===== config.mk =====
export PLATFORM = sky130hd
export DESIGN_NAME = learning_rate_mc
export DESIGN_NICKNAME = d
export VERILOG_FILES = /design/src/rtl/learning_rate_pkg.sv /design/src/rtl/learning_rate_mc_div.sv /design/src/rtl/learning_rate_mc.sv
export SDC_FILE = /design/constraint.sdc
export NUM_CORES = 2
export LEC_CHECK = 0
export CORE_MARGIN = 4
export CORE_UTILIZATION = 36
export CTS_CLUSTER_DIAMETER = 100
export DETAILED_ROUTE_END_ITERATION = 16
export GPL_TIMING_DRIVEN = 0
export SYNTH_ARGS = -nofsm -noshare
export SYNTH_HDL_FRONTEND = slang
export SYNTH_SLANG_ARGS = --single-unit

===== constraint.sdc =====
create_clock -name clk -period 3.2 [get_ports clk]
set_input_delay 0.32 -clock clk [delete_from_list [all_inputs] [get_ports clk]]
set_output_delay 0.32 -clock clk [all_outputs]
set_load 0.02 [all_outputs]

===== src/rtl/learning_rate_pkg.sv =====
// -----------------------------------------------------------------------------
// learning_rate_pkg
// Shared definitions for the multi-lane PBAS learning-rate update pipeline.
//   lr_latency() : input-to-output latency in ce-qualified cycles
//   ERR_CODE     : output word driven when the bounds are misconfigured
//                  (all ones, sliced down to DATA_W by the user)
//   sat_e        : per-lane saturation flag encoding {hit_up, hit_low}
// -----------------------------------------------------------------------------
package learning_rate_pkg;

   typedef enum logic [1:0] {
      SAT_NONE = 2'b00,
      SAT_LOW  = 2'b01,
      SAT_UP   = 2'b10,
      SAT_ERR  = 2'b11
   } sat_e;

   localparam logic [63:0] ERR_CODE = '1;

   // S0 register + one divider stage per quotient bit + add/sub + clamp
   function automatic int lr_latency(input int data_w);
      return data_w + 3;
   endfunction

endpackage


===== src/rtl/learning_rate_mc_div.sv =====
// -----------------------------------------------------------------------------
// div_pipe_u
// Pipelined unsigned restoring divider, one quotient bit per stage, MSB first.
// quo = floor(num / den) appears DATA_W ce-cycles after num/den are presented.
// Carries no valid bit; the caller keeps its own qualifier alongside.
// Divide-by-zero produces an unspecified quotient.
// Ports:
//   clk  : clock
//   ce   : stage enable; 0 holds every stage
//   num  : dividend  (DATA_W)
//   den  : divisor   (DATA_W)
//   quo  : quotient  (DATA_W), registered
// -----------------------------------------------------------------------------
module div_pipe_u #(
   parameter int DATA_W = 16
) (
   input  logic              clk,
   input  logic              ce,
   input  logic [DATA_W-1:0] num,
   input  logic [DATA_W-1:0] den,
   output logic [DATA_W-1:0] quo
);

   for (genvar gi = 0; gi < DATA_W; gi++) begin : g_stage
      logic [DATA_W-1:0] rem_in;
      logic [DATA_W-1:0] nq_in;
      logic [DATA_W-1:0] d_in;
      logic [DATA_W:0]   trial;
      logic              fits;
      // nq_reg holds the not-yet-consumed dividend bits in its upper part and
      // the quotient bits produced so far in its lower part.
      logic [DATA_W-1:0] nq_reg;

      if (gi == 0) begin : g_first
         assign rem_in = '0;
         assign nq_in  = num;
         assign d_in   = den;
      end else begin : g_chain
         assign rem_in = g_stage[gi-1].g_carry.rem_reg;
         assign nq_in  = g_stage[gi-1].nq_reg;
         assign d_in   = g_stage[gi-1].g_carry.d_reg;
      end

      assign trial = {rem_in, nq_in[DATA_W-1]};
      assign fits  = (trial >= {1'b0, d_in});

      always_ff @(posedge clk) begin
         if (ce) begin
            nq_reg <= {nq_in[DATA_W-2:0], fits};
         end
      end

      // The last stage needs no partial remainder or divisor copy.
      if (gi < DATA_W-1) begin : g_carry
         logic [DATA_W-1:0] rem_reg;
         logic [DATA_W-1:0] d_reg;

         // When fits, the true difference is < den, so the low DATA_W bits
         // of the modular subtraction are exact.
         always_ff @(posedge clk) begin
            if (ce) begin
               rem_reg <= fits ? (trial[DATA_W-1:0] - d_in) : trial[DATA_W-1:0];
               d_reg   <= d_in;
            end
         end
      end
   end

   assign quo = g_stage[DATA_W-1].nq_reg;

endmodule


===== src/rtl/learning_rate_mc.sv =====
// -----------------------------------------------------------------------------
// learning_rate_mc
// Multi-lane PBAS learning-rate update: per lane
//    T' = clamp(T +/- num/dmin, tlow, tup),  num = fx ? tinc : tdec
// Pipeline: S0 input register, DATA_W divider stages, S1 add/sub,
// S2 clamp/output register. Latency lr_latency(DATA_W) ce-cycles, one beat
// per ce cycle. Data paths run every cycle; only the valid chain carries tv.
// Optional statistics counters are built when LEARNING_RATE_STATS_EN is
// defined.
// Ports:
//   clk, rst           : clock, synchronous active-high reset
//   ce                 : pipeline enable; 0 holds everything incl. outputs
//   tv                 : input beat valid (shared by all lanes)
//   tx, fx, dmin       : per-lane current T, foreground flag, min distance
//   tinc, tdec         : increment / decrement numerators
//   tup, tlow          : upper / lower T bounds (sampled at S2)
//   tnv, tnx, tsat     : output valid, new T per lane, {hit_up, hit_low}
//   stat_clr           : (stats build) clears the counters
//   cnt_up, cnt_low    : (stats build) saturating lane-hit counters
// -----------------------------------------------------------------------------
module learning_rate_mc
   import learning_rate_pkg::*;
#(
   parameter int DATA_W = 16,
   parameter int FRAC_W = 8,
   parameter int CH     = 3
) (
   input  logic                 clk,
   input  logic                 rst,
   input  logic                 ce,
   input  logic                 tv,
   input  logic [CH*DATA_W-1:0] tx,
   input  logic [CH-1:0]        fx,
   input  logic [CH*DATA_W-1:0] dmin,
   input  logic [DATA_W-1:0]    tinc,
   input  logic [DATA_W-1:0]    tdec,
   input  logic [DATA_W-1:0]    tup,
   input  logic [DATA_W-1:0]    tlow,
   output logic                 tnv,
   output logic [CH*DATA_W-1:0] tnx,
`ifdef LEARNING_RATE_STATS_EN
   input  logic                 stat_clr,
   output logic [31:0]          cnt_up,
   output logic [31:0]          cnt_low,
`endif
   output logic [2*CH-1:0]      tsat
);

   localparam int L = lr_latency(DATA_W);

   // The quotient keeps the Q format of the numerator, so the fraction
   // width only has to fit inside the word.
   if (FRAC_W > DATA_W || DATA_W < 2) begin : g_bad_cfg
      $error("learning_rate_mc: invalid DATA_W/FRAC_W combination");
   end

   // ---------------------------------------------------------------- valid
   logic [L-1:0] vld_reg;

   always_ff @(posedge clk) begin
      if (rst) begin
         vld_reg <= '0;
      end else if (ce) begin
         vld_reg <= {vld_reg[L-2:0], tv};
      end
   end

   assign tnv = vld_reg[L-1];

   // ---------------------------------------------------------------- lanes
   for (genvar gi = 0; gi < CH; gi++) begin : g_lane
      logic [DATA_W-1:0]              num_s0_reg;
      logic [DATA_W-1:0]              dmin_s0_reg;
      logic [DATA_W-1:0]              tx_s0_reg;
      logic                           fx_s0_reg;
      logic                           z_s0_reg;
      logic [DATA_W-1:0]              q;
      logic [DATA_W-1:0][DATA_W-1:0]  tx_dly_reg;
      logic [DATA_W-1:0]              fx_dly_reg;
      logic [DATA_W-1:0]              z_dly_reg;
      logic signed [DATA_W+1:0]       r_s1_reg;
      logic                           fx_s1_reg;
      logic                           z_s1_reg;
      logic                           hit_low;
      logic                           hit_up;
      logic [DATA_W-1:0]              tnx_next;
      logic [1:0]                     tsat_next;
      logic [DATA_W-1:0]              tnx_reg;
      logic [1:0]                     tsat_reg;

      // S0
      always_ff @(posedge clk) begin
         if (ce) begin
            num_s0_reg  <= fx[gi] ? tinc : tdec;
            dmin_s0_reg <= dmin[gi*DATA_W +: DATA_W];
            tx_s0_reg   <= tx[gi*DATA_W +: DATA_W];
            fx_s0_reg   <= fx[gi];
            z_s0_reg    <= (dmin[gi*DATA_W +: DATA_W] == '0);
         end
      end

      div_pipe_u #(
         .DATA_W (DATA_W)
      ) u_div (
         .clk (clk),
         .ce  (ce),
         .num (num_s0_reg),
         .den (dmin_s0_reg),
         .quo (q)
      );

      // Side-band delay matching the divider depth
      always_ff @(posedge clk) begin
         if (ce) begin
            tx_dly_reg <= {tx_dly_reg[DATA_W-2:0], tx_s0_reg};
            fx_dly_reg <= {fx_dly_reg[DATA_W-2:0], fx_s0_reg};
            z_dly_reg  <= {z_dly_reg[DATA_W-2:0], z_s0_reg};
         end
      end

      // S1: two extra bits hold both the carry of tx+q and the sign of tx-q
      always_ff @(posedge clk) begin
         if (ce) begin
            if (fx_dly_reg[DATA_W-1]) begin
               r_s1_reg <= $signed({2'b00, tx_dly_reg[DATA_W-1]}) + $signed({2'b00, q});
            end else begin
               r_s1_reg <= $signed({2'b00, tx_dly_reg[DATA_W-1]}) - $signed({2'b00, q});
            end
            fx_s1_reg <= fx_dly_reg[DATA_W-1];
            z_s1_reg  <= z_dly_reg[DATA_W-1];
         end
      end

      // S2 clamp
      assign hit_low = (r_s1_reg <= $signed({2'b00, tlow}));
      assign hit_up  = (r_s1_reg >= $signed({2'b00, tup}));

      always_comb begin
         tnx_next  = r_s1_reg[DATA_W-1:0];
         tsat_next = SAT_NONE;
         if (z_s1_reg) begin
            // A zero distance means an unbounded step: jump to the bound.
            tnx_next  = fx_s1_reg ? tup : tlow;
            tsat_next = fx_s1_reg ? SAT_UP : SAT_LOW;
         end else if (hit_low && hit_up) begin
            tnx_next  = ERR_CODE[DATA_W-1:0];
            tsat_next = SAT_ERR;
         end else if (hit_low) begin
            tnx_next  = tlow;
            tsat_next = SAT_LOW;
         end else if (hit_up) begin
            tnx_next  = tup;
            tsat_next = SAT_UP;
         end
      end

      always_ff @(posedge clk) begin
         if (rst) begin
            tnx_reg  <= '0;
            tsat_reg <= SAT_NONE;
         end else if (ce) begin
            tnx_reg  <= tnx_next;
            tsat_reg <= tsat_next;
         end
      end

      assign tnx[gi*DATA_W +: DATA_W] = tnx_reg;
      assign tsat[2*gi +: 2]          = tsat_reg;
   end

`ifdef LEARNING_RATE_STATS_EN
   // ---------------------------------------------------------------- stats
   logic [31:0] n_up;
   logic [31:0] n_low;
   logic [32:0] sum_up;
   logic [32:0] sum_low;
   logic [31:0] cnt_up_reg;
   logic [31:0] cnt_low_reg;

   always_comb begin
      n_up  = '0;
      n_low = '0;
      for (int k = 0; k < CH; k++) begin
         n_up  = n_up  + 32'(tsat[2*k+1]);
         n_low = n_low + 32'(tsat[2*k]);
      end
   end

   assign sum_up  = {1'b0, cnt_up_reg}  + {1'b0, n_up};
   assign sum_low = {1'b0, cnt_low_reg} + {1'b0, n_low};

   always_ff @(posedge clk) begin
      if (rst || stat_clr) begin
         cnt_up_reg  <= '0;
         cnt_low_reg <= '0;
      end else if (ce && tnv) begin
         cnt_up_reg  <= sum_up[32]  ? '1 : sum_up[31:0];
         cnt_low_reg <= sum_low[32] ? '1 : sum_low[31:0];
      end
   end

   assign cnt_up  = cnt_up_reg;
   assign cnt_low = cnt_low_reg;
`endif

endmodule


After elaboration in Yosys (flattened, before gate mapping)
Cells that the tools add are included.

operators by class
  multiplexer cells = 81
  reductions and logical operators = 6
  $add $sub $neg = 51
  order comparisons = 54

operator list
  cell               number
  $mux 16            60
  $ge 17x16->1       45
  $sub 16x16->16     42
  $ge 18x17->1       3
  $le 18x17->1       3
  $mux 18            3
  $add 16x16->17     3
  $sub 16x16->17     3
  $ge 1x16->1        3
  $logic_not 16->1   3
  $sub 1x16->16      3
  $mux 2             15
  $logic_and 1x1->1  3
  $mux 1             3

word-level totals
  output and inout bits = 55
  input bits = 167
  logic and storage cells = 418
  flip-flop bits (word level) = 3355

Logic depth before layout (Yosys ltp)
  word-level depth = 5
  depth in mapped cells = 12
  depth with buffers taken out = 11

By module
A second synthesis with hierarchy kept.

unflattened totals
  cell total of the unflattened synthesis = 11049
  area total of the unflattened synthesis = 153658.6 µm²

modules (own cells, without submodules)
  module                             seq. area each (µm²)  cells each  instances  area each (µm²)
  div_pipe_u at g_lane[0].u_div ...  22101.2               2793        2          36939.2
  learning_rate_mc                   33712.3               2634        1          43736.9
  div_pipe_u at g_lane[1].u_div      22101.2               2829        1          36043.3

Least setup slack after synthesis
OpenSTA, ideal clock, no wires.

  kind = flip-flop to flip-flop
  start = register g_lane[1].u_div.g_stage[0].g_carry.rem_reg[5]
  end = register g_lane[1].u_div.g_stage[1].g_carry.rem_reg[10] (data pin)
  clock period less this slack = 2.728 ns
  arrival = 2.468 ns
  required time = 2.940 ns
  stages on the path, launching flop included = 11
  path buffers = 1
  setup time = 0.260 ns
  path slack = 0.472 ns
  cells stage by stage = edfxtp_1 > ha_1 > a21o_1 > or3_1 > o211ai_2 > a21oi_2 > nor2b_4 > o31ai_2 > nand2_2 > buf_6 > mux2_4

on the way
  word-level cells in the longest chain between the ends = 2
  elaborated cells between the ends (all ways) = 3
  classes of those cells = add/sub (1); order compare (1); mux (1)

RTL lines
  what                                 RTL line                    RTL
  start, declared                      learning_rate_mc_div.sv:55  logic [DATA_W-1:0] rem_reg;
  start signal, assigned               learning_rate_mc_div.sv:62  rem_reg <= fits ? (trial[DATA_W-1:0] - d_in) : trial[DATA_W-1:0];
  $ge 17x16->1                         learning_rate_mc_div.sv:45  assign fits = (trial >= {1'b0, d_in});
  via g_lane[1].u_div.g_stage[1].fits  learning_rate_mc_div.sv:29  logic fits;
  $mux 16                              learning_rate_mc_div.sv:62
  end signal, assigned                 learning_rate_mc_div.sv:62
  end, declared                        learning_rate_mc_div.sv:55

The timed path passes the listed nets, and every way through them passes these cells.
A chain may end at the register's enable or synchronous reset.

Worst setup path in the final report
  start = input port tup[15]
  end = register g_lane[0].tnx_reg[11]

on the way
  word-level cells in the longest chain between the ends = 5
  elaborated cells between the ends (all ways) = 6
  classes of those cells = order compare (1); mux (4); reduce/logical (1)

RTL lines
  what                  RTL line                 RTL
  start, declared       learning_rate_mc.sv:37   input logic [DATA_W-1:0] tup,
  $ge 18x17->1 (*)      learning_rate_mc.sv:136  assign hit_up = (r_s1_reg >= $signed({2'b00, tup}));
  $mux 16               learning_rate_mc.sv:151  end else if (hit_up) begin
  $mux 16               learning_rate_mc.sv:148  end else if (hit_low) begin
  $mux 16 (*)           learning_rate_mc.sv:145  end else if (hit_low && hit_up) begin
  $mux 16 (*)           learning_rate_mc.sv:141  if (z_s1_reg) begin
  end signal, assigned  learning_rate_mc.sv:162  tnx_reg <= tnx_next;
  end, declared         learning_rate_mc.sv:88   logic [DATA_W-1:0] tnx_reg;

Mark *: on every way between the ends. The rest lies on a longest branch, timed or not.

==> flow_metrics.env <==
export IMPL_gp_congestion=0.860
export IMPL_cts_root_buf="sky130_fd_sc_hd__clkbuf_16"
export IMPL_largest_register_ffs=768
export IMPL_die_area_um2=432000
export IMPL_synthDominantCellAreaShare_pct=64.9
export IMPL_syn_to_final_growth_pct=15.6
export IMPL_hpwlAfterDp_um=198000
export IMPL_cp_cell_sequence="clkdlybuf4s50_1 > inv_1 > ha_1 > nand2_1 > nor3_1 > o211ai_1 > o211ai_1 > nor2b_2 > clkbuf_2 > o21ai_0 > a21o_1 > a41oi_1"
export IMPL_globalRouteTotalUtil_pct=12.7
export IMPL_worst_slew_margin_rel_pct=4.11
export IMPL_max_freq_mhz=323
export IMPL_delay_of_the_slowest_critical_path_stage_ns=0.85
export IMPL_synth_simple_area_share_pct=6.05
export IMPL_grt_first_pass_wirelength_um=442000
export IMPL_initial_core_util_pct=36.1
export IMPL_post_synth_xor_area_fraction_pct=2.91
export IMPL_tightestPinTransition_ns=1.44
export IMPL_cp_data_arrival_time_ns=3.91
export IMPL_final_max_slew_viol_count=0
export IMPL_synth_warning_count=0
export IMPL_max_vdd_ir_drop_mv=0.528
export IMPL_avg_wl_per_cell_um=16.5
export IMPL_yosysUniqueCellTypes=92
export IMPL_p_leak_nw=67.4
export IMPL_outcome="finished clean"
export IMPL_maxCapViolations=0
export IMPL_final_hold_violation_count=0
export IMPL_synth_edff_count=3282
export IMPL_reg2reg_slack_ns=0.12
export IMPL_tritoncts_clock_tree="built"
export IMPL_synth_top_family_by_area="compound AO/OA/AOI/OAI gates"
export IMPL_insertion_delay_ns=0.91
export IMPL_grt_antenna_before_repair=18
export IMPL_netlist_top_cells_area="sky130_fd_sc_hd__edfxtp_1, sky130_fd_sc_hd__ha_1, sky130_fd_sc_hd__mux2_2"
export IMPL_placement_rows=238
export IMPL_synth_area_um2=152000
export IMPL_hold_path_class="input port to register"
export IMPL_drt_total_wl_um=281000
export IMPL_holdCritStartpoint="ce"
export IMPL_first_global_vias=80300
export IMPL_grt_start_max_net_pins=203
export IMPL_period_share_pct=96.7
export IMPL_drt_drc_violations_left=0
export IMPL_timing_rr_start="g_lane[2].u_div.g_stage[5].g_carry.d_reg[0]"
export IMPL_postSynthNetCount=11400
export IMPL_endpoint_of_the_most_critical_register_to_register_path="g_lane[2].u_div.g_stage[6].g_carry.rem_reg[14]"
export IMPL_vias=80900
export IMPL_crit_buf_inv=3
export IMPL_worst_setup_hold_path_clk_slew_ns=0.06
export IMPL_worstSetupEndpointType="register"
export IMPL_finalSetupViolations=0
export IMPL_worst_clock_skew_ns=0.0588
export IMPL_synth_async_reset_ratio_pct=0
export IMPL_postRouteAntennaNets=0
export IMPL_worst_r2r_path_depth=10
export IMPL_worstHoldEndpoint="g_lane[2].dmin_s0_reg[10]"
export IMPL_worstPathMaxFanout=10
export IMPL_setup_worst_path_start_class="input port"
export IMPL_clock_path_buffers=4
export IMPL_cp_slowest_cell="sky130_fd_sc_hd__clkdlybuf4s50_1"
export IMPL_synth_top_flop_cell="sky130_fd_sc_hd__edfxtp_1"
export IMPL_critPathMostFrequentCell="sky130_fd_sc_hd__o211ai_1"
export IMPL_finish_instance_area_um2=175000
export IMPL_ioPinCount=222
export IMPL_final_layout_size_suffix_gt1_share_pct=13.3
export IMPL_cp_delay_by_family_top="buffers and inverters"
export IMPL_detail_route_vias_per_cell=4.76
export IMPL_adder_cell_share_of_the_synthesized_area_pct=8.20
export IMPL_synth_yosys_seq_area_share_pct=65.9
export IMPL_final_period_minus_worst_setup_slack_ns=3.09
export IMPL_core_area_um2=420000
export IMPL_pwr_density_cell_nw_per_um2=814
export IMPL_synth_avg_cell_area_um2=14.7
export IMPL_ys_seq_elements=3355
export IMPL_initialDrtViolationCount=5260
export IMPL_yosys_area_top_type="sky130_fd_sc_hd__edfxtp_1"
export IMPL_placement_io_buffers=221
export IMPL_final_util_pct=41.8
export IMPL_drtPass1Iterations=5
export IMPL_fp_dieW_um=657
export IMPL_die_height_um=657
export IMPL_cts_buffers_inserted=361
export IMPL_grt_overflow_total=0
export IMPL_cts_htree_levels=5
export IMPL_cp_required_ns=4.02
export IMPL_hold_path_cell_count=2
export IMPL_synthesis_instances=10300
export IMPL_cts_sink_count=3355
export IMPL_synth_compound_area_share_pct=8.72
export IMPL_crit_path_kind="input port to register"
export IMPL_muxShareOfSynthArea_pct=5.25
export IMPL_final_stage_net_count=12200
export IMPL_dpl_instance_area_um2=162000
==> report_power, final <==
group	internal (mW)	switching [mW]	leakage (nW)
clock network	24.2	16.7	5.72
logic	21.0	20.6	29.0
registers	57.2	3.21	32.7
total	102	40.5	67.4
==> cells in the mapped netlist (all sizes together), types with 27 or more instances <==
cell type / number
o21a: 161
a221o: 44
or2: 42
o31ai: 40
o21bai: 51
o211ai: 29
mux2i: 124
fa: 48
xnor2: 360
nand2: 312
edfxtp: 3282
a21oi: 525
buf: 62
a21o: 262
o31a: 89
ha: 918
a21bo: 41
nand4: 163
dfxtp: 73
or3: 53
a31oi: 130
nand2b: 105
nor2b: 179
nor4: 77
nor2: 469
nand3: 50
a21boi: 27
mux2: 558
and3: 73
a211oi: 43
xor2: 144
clkbuf: 75
o2111ai: 43
o21ai: 284
nor3b: 27
nor3: 179
inv: 975
==> cell families after synthesis <==
family                   after synthesis
multiplexers                         682
XOR/XNOR                             504
buffers and inverters               1113
adder cells (fa/ha/maj)              966
flip-flops                          3355
AO/OA/AOI/OAI                       1910
AND/OR/NAND/NOR                     1773
==> layout by cell type (no fill, tap or decap), types with 53 or more instances in the layout <==
master and count:
sky130_fd_sc_hd__xor2_1 144, sky130_fd_sc_hd__inv_1 974, sky130_fd_sc_hd__mux2_4 119, sky130_fd_sc_hd__a31oi_1 107, sky130_fd_sc_hd__ha_1 918, sky130_fd_sc_hd__mux2_2 439, sky130_fd_sc_hd__clkinv_2 61, sky130_fd_sc_hd__a21oi_1 506
sky130_fd_sc_hd__a21o_1 257, sky130_fd_sc_hd__nor2b_1 158, sky130_fd_sc_hd__xnor2_1 360, sky130_fd_sc_hd__or3_1 53, sky130_fd_sc_hd__clkbuf_16 370, sky130_fd_sc_hd__o21a_1 161, sky130_fd_sc_hd__o21ai_0 254, sky130_fd_sc_hd__dfxtp_1 73
sky130_fd_sc_hd__and3_1 73, sky130_fd_sc_hd__mux2i_1 124, sky130_fd_sc_hd__nand2b_1 105, sky130_fd_sc_hd__edfxtp_1 3282, sky130_fd_sc_hd__nor2_1 467, sky130_fd_sc_hd__clkdlybuf4s50_1 220, sky130_fd_sc_hd__clkinv_1 79, sky130_fd_sc_hd__clkbuf_1 127
sky130_fd_sc_hd__nor4_1 73, sky130_fd_sc_hd__o31a_1 89, sky130_fd_sc_hd__nand2_1 275, sky130_fd_sc_hd__nor3_1 179, sky130_fd_sc_hd__dlygate4sd3_1 100, sky130_fd_sc_hd__nand4_1 163
==> layer usage <==
metal,global-route usage (%),up-vias,wire length [um]
li1,-,40500,-
met1,16.4,38600,125000
met2,22.0,1310,137000
met3,1.63,503,10600
met4,3.91,0,8330
met5,0,-,0
==> area by class of cell <==
type	instances	area, um2
plain buffers	137	857
multi-input cells	5835	47600
clock buffers	431	9480
repair buffers	399	4500
fillers	37900	245000
well taps	5640	7060
inverters	976	3660
diodes	5	12.5
clock inverters	216	2260
flip-flops and latches	3355	100000
==> what timing repair did <==
action,4_1_cts,5_1_grt
setup endpoints to repair,847,318
buffers inserted,1,45
endpoints found under the hold margin,149,0
cloned,11,1
pin swaps,1,31
hold buffers,101,0
resized for setup,23,53
==> worst max-delay path by stage <==
stage / slack [ns] / startpoint / depth (start not counted) / endpoint
2_1_floorplan: 0.47 / g_lane[1].u_div.g_stage[0].g_carry.rem_reg[5] / 10 / g_lane[1].u_div.g_stage[1].g_carry.rem_reg[10]
3_3_place_gp: -135.67 / ce / 4 / g_lane[1].tnx_reg[1]
3_5_place_dp: -3.99 / ce / 12 / vld_reg[17]
4_1_cts: 0.004 / g_lane[2].u_div.g_stage[5].g_carry.d_reg[1] / 11 / g_lane[2].u_div.g_stage[6].g_carry.rem_reg[13]
5_1_grt: -0.04 / g_lane[0].u_div.g_stage[10].nq_in[15] / 11 / g_lane[0].u_div.g_stage[10].g_carry.rem_reg[14]
6_report: 0.11 / tup[15] / 12 / g_lane[0].tnx_reg[11]
==> stage by stage <==
stage	setup slack [ns]	TNS, ns	total power, mW	hold WS, ns	cells
2_1_floorplan	0.472	0	92.2	0.400	10300
3_3_place_gp	-135.67	-	78.9	0.401	16200
3_5_place_dp	-3.99	-2092.22	102	0.405	16200
4_1_cts	0.00439	0	144	0.00146	16900
5_1_grt	-0.0422	-0.0422	152	0.000279	17000
6_report	0.105	0	143	0.0217	17000
(Power assumes the default switching activity.)
